### config.mk
export PLATFORM = sky130hd
export DESIGN_NAME = branch_resolve_unit
export DESIGN_NICKNAME = d
export VERILOG_FILES = /design/src/rtl/mips_pkg.sv /design/src/rtl/comparator.sv /design/src/rtl/branch_resolve_unit.sv
export SDC_FILE = /design/constraint.sdc
export NUM_CORES = 1
export LEC_CHECK = 0
export ABC_AREA = 1
export CAP_MARGIN = 20
export CORE_UTILIZATION = 45
export CTS_BUF_LIST = sky130_fd_sc_hd__clkbuf_8
export DETAILED_ROUTE_END_ITERATION = 10
export HOLD_SLACK_MARGIN = 0.08
export PLACE_DENSITY = 0.85
export SETUP_SLACK_MARGIN = 0.02
export SLEW_MARGIN = 20
export SYNTH_ARGS = -nofsm -noshare
export SYNTH_HDL_FRONTEND = slang
export SYNTH_SLANG_ARGS = --single-unit
### constraint.sdc
create_clock -name I_BRU_CLK -period 4 [get_ports I_BRU_CLK]
set_input_delay 0.4 -clock I_BRU_CLK [delete_from_list [all_inputs] [get_ports I_BRU_CLK]]
set_output_delay 0.4 -clock I_BRU_CLK [all_outputs]
set_load 0.02 [all_outputs]
### src/rtl/mips_pkg.sv
// Shared MIPS pipeline definitions: branch-op encodings, branch-unit FSM states,
// and the hard-wired zero register.
package mips_pkg;

  typedef enum logic [1:0] {
    BR_NONE = 2'b00,
    BR_BEQ  = 2'b01,
    BR_BNE  = 2'b10,
    BR_J    = 2'b11
  } br_op_e;

  typedef enum logic {
    ST_IDLE = 1'b0,
    ST_WAIT = 1'b1
  } bru_state_e;

  localparam logic [4:0] REG_ZERO = 5'd0;

endpackage

### src/rtl/comparator.sv
// Team equality comparator used by the ID-stage branch resolution.
module comparator #(
  parameter int unsigned W = 32
) (
  input  logic [W-1:0] a_i,
  input  logic [W-1:0] b_i,
  output logic         eq_o
);

  assign eq_o = (a_i == b_i);

endmodule

### src/rtl/branch_resolve_unit.sv
// ID-stage branch resolution: hazard stall FSM, MEM forwarding, taken decision,
// redirect target, IF/ID flush and a wrapping taken-branch counter.
module branch_resolve_unit
  import mips_pkg::*;
#(
  parameter int unsigned DW   = 32,
  parameter int unsigned CNTW = 16
) (
  input  logic            I_BRU_CLK,
  input  logic            I_BRU_RST,
  input  logic            I_BRU_VALID,
  input  logic [1:0]      I_BRU_OP,
  input  logic [4:0]      I_BRU_RS_ADDR,
  input  logic [4:0]      I_BRU_RT_ADDR,
  input  logic [DW-1:0]   I_BRU_RS_DATA,
  input  logic [DW-1:0]   I_BRU_RT_DATA,
  input  logic [DW-1:0]   I_BRU_PC4,
  input  logic [15:0]     I_BRU_IMM,
  input  logic [25:0]     I_BRU_JIDX,
  input  logic            I_BRU_EX_REGWRITE,
  input  logic            I_BRU_EX_MEMREAD,
  input  logic [4:0]      I_BRU_EX_RD,
  input  logic            I_BRU_MEM_REGWRITE,
  input  logic            I_BRU_MEM_MEMREAD,
  input  logic [4:0]      I_BRU_MEM_RD,
  input  logic [DW-1:0]   I_BRU_MEM_ALU,
  output logic            O_BRU_STALL,
  output logic            O_BRU_TAKEN,
  output logic [DW-1:0]   O_BRU_TARGET,
  output logic            O_BRU_FLUSH,
  output logic [CNTW-1:0] O_BRU_TAKEN_CNT
);

  bru_state_e      state_q, state_d;
  logic [1:0]      cnt_q, cnt_d;
  logic [CNTW-1:0] taken_cnt_q;

  br_op_e          op;
  logic            is_br, is_j;
  logic            rs_live, rt_live;
  logic            ex_hit, ex_ld_hit, mem_ld_hit;
  logic [1:0]      need;
  logic [DW-1:0]   rs_fwd, rt_fwd;
  logic            eq;
  logic            stall, resolve, taken;
  logic [DW-1:0]   br_target, j_target;

  assign op    = br_op_e'(I_BRU_OP);
  assign is_br = I_BRU_VALID & ((op == BR_BEQ) | (op == BR_BNE));
  assign is_j  = I_BRU_VALID & (op == BR_J);

  assign rs_live = (I_BRU_RS_ADDR != REG_ZERO);
  assign rt_live = (I_BRU_RT_ADDR != REG_ZERO);

  assign ex_hit     = I_BRU_EX_REGWRITE &
                      ((rs_live & (I_BRU_RS_ADDR == I_BRU_EX_RD)) |
                       (rt_live & (I_BRU_RT_ADDR == I_BRU_EX_RD)));
  assign ex_ld_hit  = ex_hit & I_BRU_EX_MEMREAD;
  assign mem_ld_hit = I_BRU_MEM_REGWRITE & I_BRU_MEM_MEMREAD &
                      ((rs_live & (I_BRU_RS_ADDR == I_BRU_MEM_RD)) |
                       (rt_live & (I_BRU_RT_ADDR == I_BRU_MEM_RD)));

  always_comb begin
    need = 2'd0;
    if (ex_ld_hit)       need = 2'd2;
    else if (ex_hit)     need = 2'd1;
    else if (mem_ld_hit) need = 2'd1;
  end

  // Only ALU results are forwardable from MEM; load data arrives too late.
  assign rs_fwd = (I_BRU_MEM_REGWRITE & ~I_BRU_MEM_MEMREAD & rs_live &
                   (I_BRU_MEM_RD == I_BRU_RS_ADDR)) ? I_BRU_MEM_ALU : I_BRU_RS_DATA;
  assign rt_fwd = (I_BRU_MEM_REGWRITE & ~I_BRU_MEM_MEMREAD & rt_live &
                   (I_BRU_MEM_RD == I_BRU_RT_ADDR)) ? I_BRU_MEM_ALU : I_BRU_RT_DATA;

  comparator #(.W(DW)) u_cmp (
    .a_i  (rs_fwd),
    .b_i  (rt_fwd),
    .eq_o (eq)
  );

  always_comb begin
    state_d = state_q;
    cnt_d   = cnt_q;
    stall   = 1'b0;
    resolve = 1'b0;
    case (state_q)
      ST_IDLE: begin
        if (is_br && (need != 2'd0)) begin
          stall   = 1'b1;
          cnt_d   = need - 2'd1;
          state_d = ST_WAIT;
        end else if (is_br || is_j) begin
          resolve = 1'b1;
        end
      end
      ST_WAIT: begin
        if (!I_BRU_VALID) begin
          state_d = ST_IDLE;
        end else if (cnt_q != 2'd0) begin
          stall = 1'b1;
          cnt_d = cnt_q - 2'd1;
        end else begin
          resolve = 1'b1;
          state_d = ST_IDLE;
        end
      end
      default: state_d = ST_IDLE;
    endcase
  end

  assign taken = resolve & I_BRU_VALID & (((op == BR_BEQ) & eq) |
                                          ((op == BR_BNE) & ~eq) |
                                          (op == BR_J));

  assign br_target = I_BRU_PC4 + {{(DW-18){I_BRU_IMM[15]}}, I_BRU_IMM, 2'b00};
  assign j_target  = {I_BRU_PC4[DW-1:28], I_BRU_JIDX, 2'b00};

  assign O_BRU_STALL     = stall & ~I_BRU_RST;
  assign O_BRU_TAKEN     = taken & ~I_BRU_RST;
  assign O_BRU_FLUSH     = taken & ~I_BRU_RST;
  assign O_BRU_TARGET    = (taken & ~I_BRU_RST) ? ((op == BR_J) ? j_target : br_target) : '0;
  assign O_BRU_TAKEN_CNT = taken_cnt_q;

  always_ff @(posedge I_BRU_CLK or posedge I_BRU_RST) begin
    if (I_BRU_RST) begin
      state_q     <= ST_IDLE;
      cnt_q       <= '0;
      taken_cnt_q <= '0;
    end else begin
      state_q <= state_d;
      cnt_q   <= cnt_d;
      if (taken) taken_cnt_q <= taken_cnt_q + 1'b1;
    end
  end

endmodule

# Word level (Yosys, flattened, before mapping)
# Index checks and enable logic that the tools add are counted.
[totals]
regBits = 19
elab_cells = 77
output_inout_bits = 51
[op_classes]
muxes = 20
n_bitwise = 30
add_sub_neg = 4
n_eq_ne = 13
n_reduce_logical = 7
[op_table]
columns = ["operator", "count"]
rows = [
  ["2-to-1 mux 32 bit", 4],
  ["adder 32 bit", 1],
  ["== test 32 bit", 1],
  ["== test 5 bit", 6],
  ["bitwise AND 1 bit", 21],
  ["adder 16 x 1 -> 16 bit, second input constant", 1],
  ["nonzero test 5 bit", 2],
  ["2-to-1 mux 1 bit", 9],
  ["2-to-1 mux 2 bit", 4],
  ["bitwise OR 1 bit", 5],
  ["== test 2 bit, second input constant", 2],
  ["inequality test 2 bit, second input constant", 2],
  ["NOT 1 bit", 4],
  ["one-hot mux 1 bit (2 select lines)", 2],
  ["one-hot mux 2 bit (2 select lines)", 1],
  ["nonzero test 2 bit", 2],
  ["subtractor 2 x 1 -> 2 bit, second input constant", 2],
  ["AND reduction 3 bit", 1],
  ["== test 2 x 1 -> 1 bit, second input constant", 1],
  ["inequality test 2 x 1 -> 1 bit, second input constant", 1],
  ["logical AND 1 bit", 1],
  ["logical OR 1 bit", 1],
]

# Longest topological paths before layout
[depth]
word_depth = 15
depth_mapped = 24
depth_no_buf = 20

# Modules after synthesis
# A second synthesis with hierarchy kept.
[unflattened]
hier_cells = 1074
hier_area_um2 = 5403.9
[by_module_without_submodules]
columns = ["module", "seq_area_each_um2", "area_per_inst_um2", "instances", "cells_each"]
rows = [
  ["branch_resolve_unit", 475.5, 4758.3, 1, 906],
  ["comparator", 0.0, 645.6, 1, 168],
]

# Worst setup path after synthesis
# OpenSTA, ideal clock, no wires.
[synth_path]
path_type = "input to output"
start = "input port I_BRU_RT_ADDR[1]"
end = "output port O_BRU_TARGET[30]"
slack_ns = 1.090
stages = 18
path_buffers = 3
arrival_time_ns = 2.510
cell_sequence = "xnor2_1 nand2_1 nor2_4 nand3_2 buf_4 buf_2 o21ai_1 nand2_1 nand2_1 nand2_1 nor2_1 nand2_1 nor2_2 nand3_2 nand2_4 nand3_4 buf_6 nor2_1"
[synth_between]
elab_chain_cells = 15
elab_cells_between_ends = 31
[synth_rtl]
columns = ["element", "line_no", "rtl"]
rows = [
  ["from (decl)", "branch_resolve_unit.sv:14", "input logic [4:0] I_BRU_RT_ADDR,"],
  ["== test 5 bit / nonzero test 5 bit (equally long branches)", "branch_resolve_unit.sv:61, branch_resolve_unit.sv:74, branch_resolve_unit.sv:53", ""],
  ["bitwise AND 1 bit", "branch_resolve_unit.sv:61", "(rt_live & (I_BRU_RT_ADDR == I_BRU_MEM_RD)));"],
  ["bitwise OR 1 bit", "branch_resolve_unit.sv:60", "((rs_live & (I_BRU_RS_ADDR == I_BRU_MEM_RD)) |"],
  ["bitwise AND 1 bit", "branch_resolve_unit.sv:59", "assign mem_ld_hit = I_BRU_MEM_REGWRITE & I_BRU_MEM_MEMREAD &"],
  ["2-to-1 mux 1 bit", "branch_resolve_unit.sv:67", "else if (mem_ld_hit) need = 2'd1;"],
  ["2-to-1 mux 1 bit", "branch_resolve_unit.sv:66", "else if (ex_hit) need = 2'd1;"],
  ["2-to-1 mux 2 bit", "branch_resolve_unit.sv:65", "if (ex_ld_hit) need = 2'd2;"],
  ["nonzero test 2 bit", "branch_resolve_unit.sv:89", "if (is_br && (need != 2'd0)) begin"],
  ["logical AND 1 bit", "branch_resolve_unit.sv:89", ""],
  ["2-to-1 mux 1 bit", "branch_resolve_unit.sv:89", ""],
  ["one-hot mux 1 bit (2 select lines)", "branch_resolve_unit.sv:87", "case (state_q)"],
  ["bitwise AND 1 bit", "branch_resolve_unit.sv:112", "assign taken = resolve & I_BRU_VALID & (((op == BR_BEQ) & eq) |"],
  ["bitwise AND 1 bit *", "branch_resolve_unit.sv:112", ""],
  ["bitwise AND 1 bit *", "branch_resolve_unit.sv:122", "assign O_BRU_TARGET = (taken & ~I_BRU_RST) ? ((op == BR_J) ? j_target : br_target) : '0;"],
  ["2-to-1 mux 32 bit *", "branch_resolve_unit.sv:122", ""],
  ["to (decl)", "branch_resolve_unit.sv:29", "output logic [DW-1:0] O_BRU_TARGET,"],
]
# Every way passes the cells marked *; elsewhere a longest branch is shown, timed or not.

# Final worst setup path
[layout_path]
start = "input port I_BRU_MEM_RD[3]"
end = "output port O_BRU_TARGET[9]"
[layout_between]
elab_chain_cells = 15
elab_cells_between_ends = 29
[layout_rtl]
columns = ["element", "line_no", "rtl"]
rows = [
  ["from (decl)", "branch_resolve_unit.sv:25", "input logic [4:0] I_BRU_MEM_RD,"],
  ["== test 5 bit (on tied branches)", "n/a", ""],
  ["bitwise AND 1 bit (on tied branches)", "branch_resolve_unit.sv:60, branch_resolve_unit.sv:61", ""],
  ["bitwise OR 1 bit", "branch_resolve_unit.sv:60", ""],
  ["bitwise AND 1 bit", "branch_resolve_unit.sv:59", ""],
  ["2-to-1 mux 1 bit", "branch_resolve_unit.sv:67", ""],
  ["2-to-1 mux 1 bit", "branch_resolve_unit.sv:66", ""],
  ["2-to-1 mux 2 bit", "branch_resolve_unit.sv:65", ""],
  ["nonzero test 2 bit", "branch_resolve_unit.sv:89", ""],
  ["logical AND 1 bit", "branch_resolve_unit.sv:89", ""],
  ["2-to-1 mux 1 bit", "branch_resolve_unit.sv:89", ""],
  ["one-hot mux 1 bit (2 select lines)", "branch_resolve_unit.sv:87", ""],
  ["bitwise AND 1 bit", "branch_resolve_unit.sv:112", ""],
  ["bitwise AND 1 bit *", "branch_resolve_unit.sv:112", ""],
  ["bitwise AND 1 bit *", "branch_resolve_unit.sv:122", ""],
  ["2-to-1 mux 32 bit *", "branch_resolve_unit.sv:122", ""],
]
# Marked as above.

==> results_dict.tcl <==
set metrics [dict create \
    wl_um 19900 \
    grt_usage_pct 29.4 \
    ys_top_cells_by_area "nand2_1, inv_1, dfrtp_1" \
    route.met3.wl_um 1520 \
    power.density_mw_per_mm2 153 \
    grt_overflow 0 \
    status "finished, final reports clean" \
    clock_sinks 19 \
    synth_ff_type "dfrtp_1" \
    wl_met2_um 9490 \
    drv_slew 0 \
    gp_congestion 0.930 \
    grt_pass1_wl_um 32200 \
    die_h_um 116 \
    synth-edff-count 0 \
    via_per_inst 5.16 \
    initial_core_util_pct 46.0 \
    mostFrequentLayoutCell "nand2_1" \
    clock_tree.root_cell "clkbuf_8" \
    drt_iter0_drc 524 \
    synth_seq_area_share_pct 8.18 \
    io_buffers 249 \
    critPathKind "input port to output pin" \
    cts_tree "done" \
    hold_viol_final 0 \
    die_w_um 116 \
    slew_headroom_pct 70.9 \
    coreArea_mm2 0.0126 \
    max_freq_ghz 0.262 \
    antenna_found_initial 1 \
    ioPinCount 250 \
    layout.nets 1586 \
    drt-pass1-iter-count 7 \
    post-place-ws_ns -0.0769 \
    utilization_pct 68.6 \
    drtAntennaViolNets 0 \
    ir_drop_mv 0.190 \
    clk_pin_slew_ns 0.07 \
    skew_ns 0.00117 \
    fin_crit_ns 3.82 \
    synth_area_per_cell_um2 5.30 \
    top_layer "met4" \
    areaGrowthSynthToFinish_pct 48.9 \
    dp_hpwl_um 16700 \
    cts-buffers-inserted 3 \
    drt-met1-wl_um 8270 \
    cts_max_path_buffers 2 \
    finalCritPeriodShare_pct 95.4 \
    syn_area_mm2 0.00581 \
    worst_ep_required_time_ns 3.60 \
    leakage_nw 4.67 \
    synth_area_leader_cell "nand2_1" \
    worst_pin_slew_ns 0.436 \
    ys_warn_count 0 \
    most-common-layout-cells "nand2_1, clkdlybuf4s50_1, inv_1, nor2_1, nand3_1" \
    wl_per_cell_um 13.0 \
    place_area_mm2 0.00869 \
    synthArstFlopShare_pct 100 \
    clkLatencyLatePin_ns 0.26 \
    max_cap_violations 0 \
    dr_total_vias 7887 \
    dieArea_mm2 0.0134 \
    cp-end-kind "output pin" \
    rsz0062_at_grt "true" \
    setup_viol 0 \
    setup_tns_ns 0 \
    remaining_drc_errors 0 \
    synthCells 1097 \
    cp.arrival_ns 3.42 \
    ys_ff_latch 19 \
    htreeDepth 1 \
    grt_pass1_vias 7062 \
    whs_ns 0.504 \
    rows 41 \
    synth_top_area_share_pct 27.1 \
    grt_max_degree 39 \
    cp-start-kind "input port" \
    drive_gt1_share_pct 7.16 \
    post-route-cell-area_mm2 0.00865 \
    path_max_fanout 19 \
    synth_cell_type_count 44 \
    hold_path_class "input port to async pin" \
    setup_ws_ns 0.184 \
    syn_nets 1328 \
]
## state kept, by name, summed over array words and instances, names as in the netlist
name / count
cnt_q: 2
state_q: 1
O_BRU_TAKEN_CNT: 16
## stage by stage
stage	power, mW	std cells
floorplan	0.758	1097
global placement	1.18	1522
detailed placement	1.20	1522
CTS	1.33	1526
global route	1.44	1527
finish	1.32	1528
## path summary, 6_finish.rpt
check / start / depth (start not counted) / slack (ns) / endpoint
max: I_BRU_MEM_RD[3] / 23 / 0.18 / O_BRU_TARGET[9]
min: I_BRU_RST / 3 / 0.50 / cnt_q[0]
max reg2reg: cnt_q[1] / 7 / 1.94 / O_BRU_TAKEN_CNT[10]
min reg2reg: cnt_q[1] / 2 / 0.52 / cnt_q[1]
max in group asynchronous: I_BRU_RST / 3 / 3.28 / O_BRU_TAKEN_CNT[15]
min in group I_BRU_CLK: cnt_q[1] / 2 / 0.52 / cnt_q[1]
## cells in the mapped netlist (2+ instances only)
| cell type | n |
|---|---|
| nand3_2 | 3 |
| a211oi_1 | 2 |
| or2_2 | 5 |
| buf_4 | 7 |
| xor2_1 | 28 |
| nor3_1 | 5 |
| nand3b_1 | 3 |
| o21bai_1 | 5 |
| ha_1 | 31 |
| dfrtp_1 | 19 |
| nor2_2 | 11 |
| nor2_4 | 3 |
| inv_2 | 5 |
| a31oi_1 | 4 |
| clkbuf_1 | 20 |
| a21o_1 | 2 |
| nand2_1 | 419 |
| a22oi_1 | 2 |
| nand3_1 | 73 |
| a21oi_1 | 37 |
| buf_6 | 6 |
| o21ai_0 | 43 |
| o21ai_1 | 36 |
| inv_1 | 136 |
| buf_2 | 10 |
| mux2i_1 | 15 |
| nor4_1 | 3 |
| nor2_1 | 77 |
| a221oi_1 | 2 |
| o22ai_1 | 6 |
| nand4_1 | 45 |
| clkinv_1 | 3 |
| xnor2_1 | 20 |
## layout make-up
type | instances | area, um2
flip-flops and latches | 19 | 475
clock buffers | 3 | 41.3
fillers | 1213 | 3970
well taps | 172 | 215
inverters | 144 | 541
diodes | 2 | 5.00
multi-input cells | 890 | 4550
clock inverters | 1 | 3.75
repair buffers | 297 | 2820
## critical path: stages
cell and delay [ns]:
clkdlybuf4s50_1 0.49, xor2_1 0.17, buf_4 0.14, nor2_4 0.12, nand3_2 0.14, buf_4 0.23
nand2_1 0.07, nand2_1 0.06, inv_1 0.05, nand2_1 0.04, nand2_1 0.09, nand2_1 0.06
nor2_1 0.10, nand2_1 0.08, nor2_2 0.16, buf_4 0.13, nand2_1 0.05, nand2_1 0.10
nand2_4 0.06, nand3_4 0.11, buf_12 0.16, nor2_1 0.05, dlygate4sd2_1 0.31
## cell families after synthesis
family | Yosys count | synth area share (%)
simple gates | 651 | 47.9
xor+xnor | 48 | 7.24
fa+ha+maj | 32 | 7.02
flops | 19 | 8.18
mux | 15 | 2.58
buf+inv | 188 | 13.6
compound gates | 144 | 13.5
## power breakdown
group	switching, mW	internal, mW
clock	0.0647	0.0683
combinational	0.486	0.453
sequential	0.0331	0.220
total	0.584	0.740
## metal layers
| layer | track usage (%) | up-vias |
|---|---|---|
| li1 | - | 4055 |
| met1 | 35.4 | 3480 |
| met2 | 53.5 | 308 |
| met3 | 4.08 | 44 |
| met4 | 10.2 | 0 |
| met5 | 0 | - |
## what timing repair did
item                       4_1_cts  5_1_grt
setup buffers                    0        0
hold buffers                     0        0
setup endpoints to repair       34       34
pin swaps                        0        4
resized for setup               34       35
gates cloned                     0        0
No activity file was read; power rests on OpenSTA's default activity.
